--- src/rtl/ram8_fifo_ctrl_pkg.sv ---
// rtl/ram8_fifo_ctrl_pkg.sv - shared constants for the RAM8-backed FIFO controller
package fifo_pkg;
   localparam int DATA_W = 16;
   localparam int ADDR_W = 3;
   localparam int DEPTH  = 8;

   localparam logic [ADDR_W:0] FULL_COUNT = ADDR_W'(0) + (ADDR_W+1)'(DEPTH);

   localparam logic RW_READ  = 1'b0;
   localparam logic RW_WRITE = 1'b1;
endpackage

--- src/rtl/ram8_fifo_ctrl_if.sv ---
// rtl/ram8_fifo_ctrl_if.sv - producer/consumer valid-ready stream bundle
interface ram8_fifo_ctrl_if;
   import fifo_pkg::*;

   logic              in_valid;
   logic [DATA_W-1:0] in_data;
   logic              in_ready;
   logic              out_valid;
   logic [DATA_W-1:0] out_data;
   logic              out_ready;

   modport slave (
      input  in_valid, in_data, out_ready,
      output in_ready, out_valid, out_data
   );

   modport master (
      output in_valid, in_data, out_ready,
      input  in_ready, out_valid, out_data
   );
endinterface

--- src/rtl/ram8_fifo_ctrl.sv ---
// rtl/ram8_fifo_ctrl.sv - valid/ready FIFO controller owning every RAM8 access
module ram8_fifo_ctrl
   import fifo_pkg::*;
(
   input  logic              clk,
   input  logic              rst_n,
   input  logic              flush,
   ram8_fifo_ctrl_if.slave   bus,
   output logic [ADDR_W:0]   count,
   output logic [ADDR_W-1:0] ram_addr,
   output logic              ram_en,
   output logic              ram_rw,
   output logic [DATA_W-1:0] ram_wdata,
   input  logic [DATA_W-1:0] ram_rdata
);

   logic [ADDR_W-1:0] r_wr_ptr;
   logic [ADDR_W-1:0] r_rd_ptr;
   logic [ADDR_W:0]   r_count;
   logic              r_out_valid;
   logic [DATA_W-1:0] r_out_data;

   logic w_do_read;
   logic w_do_write;
   logic w_in_ready;

   // Reads win the single RAM port; a colliding push is stalled via in_ready.
   always_comb begin
      w_do_read  = 1'b0;
      w_in_ready = 1'b0;
      w_do_write = 1'b0;
      w_do_read  = !flush && (r_count != '0) && (!r_out_valid || bus.out_ready);
      w_in_ready = rst_n && !flush && (r_count != FULL_COUNT) && !w_do_read;
      w_do_write = bus.in_valid && w_in_ready;
   end

   assign ram_en    = w_do_read || w_do_write;
   assign ram_rw    = w_do_write ? RW_WRITE : RW_READ;
   assign ram_addr  = w_do_write ? r_wr_ptr : r_rd_ptr;
   assign ram_wdata = bus.in_data;

   assign bus.in_ready  = w_in_ready;
   assign bus.out_valid = r_out_valid;
   assign bus.out_data  = r_out_data;
   assign count         = r_count;

   always_ff @(posedge clk or negedge rst_n) begin
      if (!rst_n) begin
         r_wr_ptr    <= '0;
         r_rd_ptr    <= '0;
         r_count     <= '0;
         r_out_valid <= 1'b0;
         r_out_data  <= '0;
      end else if (flush) begin
         r_wr_ptr    <= '0;
         r_rd_ptr    <= '0;
         r_count     <= '0;
         r_out_valid <= 1'b0;
      end else begin
         if (w_do_write) begin
            r_wr_ptr <= r_wr_ptr + ADDR_W'(1);
            r_count  <= r_count + (ADDR_W+1)'(1);
         end
         if (w_do_read) begin
            r_out_data  <= ram_rdata;
            r_out_valid <= 1'b1;
            r_rd_ptr    <= r_rd_ptr + ADDR_W'(1);
            r_count     <= r_count - (ADDR_W+1)'(1);
         end else if (bus.out_ready && r_out_valid) begin
            r_out_valid <= 1'b0;
         end
      end
   end

endmodule

--- src/flat_wrapper.sv ---
// flat-port wrapper written by rule: the top's interface ports become plain ports
module ram8_fifo_ctrl_flat import fifo_pkg::*;
  (clk, rst_n, flush, count, ram_addr, ram_en, ram_rw, ram_wdata, ram_rdata, bus_in_valid, bus_in_data, bus_out_ready, bus_in_ready, bus_out_valid, bus_out_data);
  ram8_fifo_ctrl_if bus_i ();
  input  logic clk;
  input  logic rst_n;
  input  logic flush;
  output logic [ADDR_W:0] count;
  output logic [ADDR_W-1:0] ram_addr;
  output logic ram_en;
  output logic ram_rw;
  output logic [DATA_W-1:0] ram_wdata;
  input  logic [DATA_W-1:0] ram_rdata;
  input wire logic [$bits(bus_i.in_valid)-1:0] bus_in_valid;
  input wire logic [$bits(bus_i.in_data)-1:0] bus_in_data;
  input wire logic [$bits(bus_i.out_ready)-1:0] bus_out_ready;
  output wire logic [$bits(bus_i.in_ready)-1:0] bus_in_ready;
  output wire logic [$bits(bus_i.out_valid)-1:0] bus_out_valid;
  output wire logic [$bits(bus_i.out_data)-1:0] bus_out_data;
  assign bus_i.in_valid = bus_in_valid;
  assign bus_i.in_data = bus_in_data;
  assign bus_i.out_ready = bus_out_ready;
  assign bus_in_ready = bus_i.in_ready;
  assign bus_out_valid = bus_i.out_valid;
  assign bus_out_data = bus_i.out_data;
  ram8_fifo_ctrl u_core (.clk(clk), .rst_n(rst_n), .flush(flush), .bus(bus_i), .count(count), .ram_addr(ram_addr), .ram_en(ram_en), .ram_rw(ram_rw), .ram_wdata(ram_wdata), .ram_rdata(ram_rdata));
endmodule
--- config.mk ---
export PLATFORM = sky130hd
export DESIGN_NAME = ram8_fifo_ctrl_flat
export DESIGN_NICKNAME = d
export VERILOG_FILES = /design/src/rtl/ram8_fifo_ctrl_pkg.sv /design/src/rtl/ram8_fifo_ctrl_if.sv /design/src/rtl/ram8_fifo_ctrl.sv /design/src/flat_wrapper.sv
export SDC_FILE = /design/constraint.sdc
export NUM_CORES = 1
export LEC_CHECK = 0
export CAP_MARGIN = 20
export CORE_ASPECT_RATIO = 1.2
export CORE_MARGIN = 3
export CORE_UTILIZATION = 41
export DETAILED_ROUTE_END_ITERATION = 8
export GPL_ROUTABILITY_DRIVEN = 0
export HOLD_SLACK_MARGIN = 0.15
export PLACE_DENSITY = 0.81
export SLEW_MARGIN = 20
export SYNTH_ARGS = -nofsm -noshare
export SYNTH_HDL_FRONTEND = slang
export SYNTH_SLANG_ARGS = --single-unit
--- constraint.sdc ---
create_clock -name clk -period 6.63 [get_ports clk]
set_clock_uncertainty 0.1 [all_clocks]
set_input_delay 1.326 -clock clk [delete_from_list [all_inputs] [get_ports clk]]
set_output_delay 1.326 -clock clk [all_outputs]
set_load 0.01 [all_outputs]
Word level (Yosys, flattened, before mapping)
Cells that the tools add are included.
Cells by class
  equal/unequal tests: 1
  reduce and logical (&&, ||, !) cells: 18
  $add $sub $neg: 4
  multipliers: 0
  bitwise logic cells: 1
  shift-type cells: 0
  $lt $le $gt $ge: 0
  divide/modulo/power cells: 0
  multiplexer cells: 12
Operator list (number)
  $mux W3: 5
  $mux W4: 3
  $logic_and A1 B1 Y1: 7
  $add A3 B1 Y3 const B: 2
  $reduce_bool A3 Y1: 2
  $add A4 B1 Y4 const B: 1
  $mux W1: 4
  $ne A4 B4 Y1 const B: 1
  $reduce_bool A2 Y1: 2
  $reduce_bool A4 Y1: 1
  $sub A4 B1 Y4 const B: 1
  $logic_not A1 Y1: 3
  $logic_or A1 B1 Y1: 2
  $reduce_and A2 Y1: 1
  $not A1 Y1: 1
Storage, ports and cells
  ROM bits: 0
  latch bits: 0
  memories: 0
  logic and storage cells: 41
  flip-flop bits (word level): 27
  RAM bits: 0

Logic depth before layout (Yosys ltp)
  depth after elaboration: 9
  gate-level depth with buffers: 8
  depth with buffers taken out: 7

Least setup slack after synthesis
No wires, ideal clock.
  path kind: input-to-output
  start point: input bus_out_ready
  end point: output ram_addr[0]
  path slack: 2.768 ns
  path buffers: 0
  stages: 4
  data arrival time: 2.436 ns
  required time: 5.204 ns
  cells stage by stage: nor2b_1 > o211a_4 > nor2b_4 > mux2_4
Between the ends
  word-level cells in the longest chain between the ends: 6
Ends and longest elaborated chain
  from (decl): RTL line flat_wrapper.sv:16  | input wire logic [$bits(bus_i.out_ready)-1:0] bus_out_ready;
  $logic_or A1 B1 Y1: RTL line ram8_fifo_ctrl.sv:32  | w_do_read = !flush && (r_count != '0) && (!r_out_valid || bus.out_ready);
  $logic_and A1 B1 Y1: RTL line ram8_fifo_ctrl.sv:32
  $logic_not A1 Y1: RTL line ram8_fifo_ctrl.sv:33  | w_in_ready = rst_n && !flush && (r_count != FULL_COUNT) && !w_do_read;
  $logic_and A1 B1 Y1: RTL line ram8_fifo_ctrl.sv:33
  $logic_and A1 B1 Y1: RTL line ram8_fifo_ctrl.sv:34  | w_do_write = bus.in_valid && w_in_ready;
  $mux W3: RTL line ram8_fifo_ctrl.sv:39  | assign ram_addr = w_do_write ? r_wr_ptr : r_rd_ptr;
  to (decl): RTL line flat_wrapper.sv:9  | output logic [ADDR_W-1:0] ram_addr;
Every way passes these cells.

Worst setup path after layout
  start point: input rst_n
  end point: output ram_addr[2]
Between the ends
  word-level cells in the longest chain between the ends: 5
Ends and longest elaborated chain
  from (decl): RTL line flat_wrapper.sv:6  | input logic rst_n;
  $logic_and A1 B1 Y1 (3 in series): RTL line ram8_fifo_ctrl.sv:33
  $logic_and A1 B1 Y1: RTL line ram8_fifo_ctrl.sv:34
  $mux W3: RTL line ram8_fifo_ctrl.sv:39
Every way passes these cells.

==> out/qor.yml <==
wl_per_cell_um: 15.56
clk_path_buf_depth: 2
crit_arrival_ps: 3570
cts.sinks: 27
yosys-top-cells-area: "dfrtp_1 (47%), mux2_2 (12%), buf_4 (9.4%), ha_1 (3.5%), mux2_4 (3.1%)"
syn_area_um2: 1443
port_buffers: 47
cts-root-buf: "clkbuf_4"
drtIter0Drc: 15
core-area_um2: 3221
hold_class: "register to register"
min_period_over_period_pct: 75.30
drc: 0
cp-endpoint: "ram_addr[2]"
yosys_warnings: 0
synthArstFlopShare_pct: 100.0
placementRows: 22
power_per_cell_area_nw_per_um2: 414.0
ctsHoldBuffers: 0
ir_worst_vdd_v: 0.0002686
grt_use_total_pct: 14.66
slew_violations: 0
grt_pass1_wl_um: 4864
max-cap-violations: 0
n_antenna_cell: 0
status: "complete, no violations"
synth_cells: 114
synth_cell_types: 31
drive_gt1_share_pct: 20.95
synth_area_per_cell_um2: 12.65
cp.required_ps: 5200
hold_viol_final: 0
grt-ovfl-total: 0
regArea_um2: 675.6
synthesis.nets: 156
tightest_slew_ps: 649.7
max_slew_margin_pct: 56.55
grt_max_degree: 30
rsz0062_at_grt: "false"
wl_um: 2863
r2r-start: "u_core.count[2]"
total_power_mw: 0.7708
reg2reg_setup_slack_ps: 3940
pin_count: 80
vias: 971
r2r_cells: 8
clkSlewWorstSetupHoldPaths_ps: 140
ys_seq_area_share_pct: 46.83
dp.cells: 180
yosysTopAreaCell: "dfrtp_1"
rr_endpoint: "u_core.count[3]"
max_freq_mhz: 200.3
synth-edff-count: 0
antenna_found_initial: 0
multi_input_area_um2: 628.1
synth.top_cell.area_share_pct: 46.83
grt_pass1_vias: 1058
cp-startpoint: "rst_n"
synth_flop_cell: "dfrtp_1"
dieArea_um2: 4269
area_growth_pct: 29.05
cts_tree: "yes"
vias_per_cell: 5.277
p_leak_nw: 0.7894
numCtsBuffers: 3
insertion_delay_ps: 310
die_h_um: 70.98
worstPathMaxFanout: 29
finalSetupViolCount: 0
final_cell_area_um2: 1862
timing.setup.tns_ps: 0
finalCriticalPeriod_ps: 4992
num-fill-cells: 264
critPathLaunchType: "input pin"
crit_path_end_kind: "output pin"
place_area_um2: 1834
nets: 191
cts.repair.resized: 0
ys_ff_latch: 27
die_w_um: 60.15
path_class: "input pin to output pin"
ant_nets: 0
initial_utilization_pct: 44.79
final_cells: 184
hpwl_um: 2186
firstDrtPassIters: 4
cts_htree_levels: 1
post_cts_buffers: 0
==> registers in the layout (all words and copies together), names as in the netlist <==
register,count
u_core.bus.out_data,16
u_core.bus.out_valid,1
u_core.count,4
u_core.r_rd_ptr,3
u_core.r_wr_ptr,3
==> final cells by class <==
class,count,area share [%]
clock buffers,3,1.210
clock inverters,1,0.2688
multi-input cells,68,33.74
flip-flops and latches,27,36.29
well taps,36,2.419
repair buffers,49,26.08
==> cells in the mapped netlist (2+ instances only) <==
master	number
nor2_1	10
nor2b_1	3
buf_4	18
a21oi_1	3
ha_1	4
mux2_2	16
mux2i_1	3
nand2_1	2
xnor2_1	5
mux2_4	3
dfrtp_1	27
==> cells by family after synthesis <==
kind of cell | Yosys count | share of synthesized area, %
xor+xnor | 5 | 3.035
simple gates | 26 | 11.71
buf+inv | 19 | 9.627
compound gates | 10 | 6.245
fa+ha+maj | 5 | 4.857
mux | 22 | 17.69
flops | 27 | 46.83
==> cells in the final DEF (no fill, tap or decap), types with 2 or more instances in the layout <==
cell type and instances:
a21oi_1 3, buf_4 2, clkbuf_4 3, clkdlybuf4s50_1 47, dfrtp_1 27, ha_1 4, mux2_2 16, mux2_4 3
mux2i_1 3, nand2_1 2, nor2_1 10, nor2b_1 3, xnor2_1 5
==> per-layer routing <==
metal | routed length (um) | GRT usage [%] | vias up
li1 | - | - | 456
met1 | 1101 | 17.80 | 458
met2 | 1433 | 24.64 | 55
met3 | 319 | 4.015 | 2
met4 | 9 | 4.680 | 0
met5 | 0 | 0 | -
==> power by group <==
group | total (mW) | switching [mW] | internal (mW)
Sequential | 0.289 | 0.0559 | 0.233
Combinational | 0.414 | 0.162 | 0.252
Clock | 0.0678 | 0.0453 | 0.0225
Total | 0.771 | 0.264 | 0.507
==> worst min-delay path by stage <==
stage	start	endpoint	slack [ps]	depth (start not counted)
2_1_floorplan	u_core.r_rd_ptr[2]	u_core.r_rd_ptr[2]	410	2
3_3_place_gp	u_core.bus.out_data[7]	u_core.bus.out_data[7]	400	1
3_5_place_dp	u_core.bus.out_data[8]	u_core.bus.out_data[8]	390	1
4_1_cts	u_core.bus.out_data[4]	u_core.bus.out_data[4]	430	1
5_1_grt	u_core.bus.out_data[14]	u_core.bus.out_data[14]	460	1
6_report	u_core.bus.out_data[4]	u_core.bus.out_data[4]	430	1
==> through the flow <==
stage	setup slack, ps	utilization, %	hold slack [ps]
finish	1638	57.81	427.0
global placement	1673	56.95	395.4
CTS	1609	57.81	432.5
floorplan	2768	-	410.1
global route	1482	57.81	457.1
detailed placement	1611	56.95	394.7
==> critical path: stages <==
cell and delay [ps]:
clkdlybuf4s50_1 450, buf_4 330, and2_1 220, o211a_4 210, nor2b_4 230, mux2_4 310, clkdlybuf4s50_1 480
Note: power is estimated with default switching activity, not from simulation.
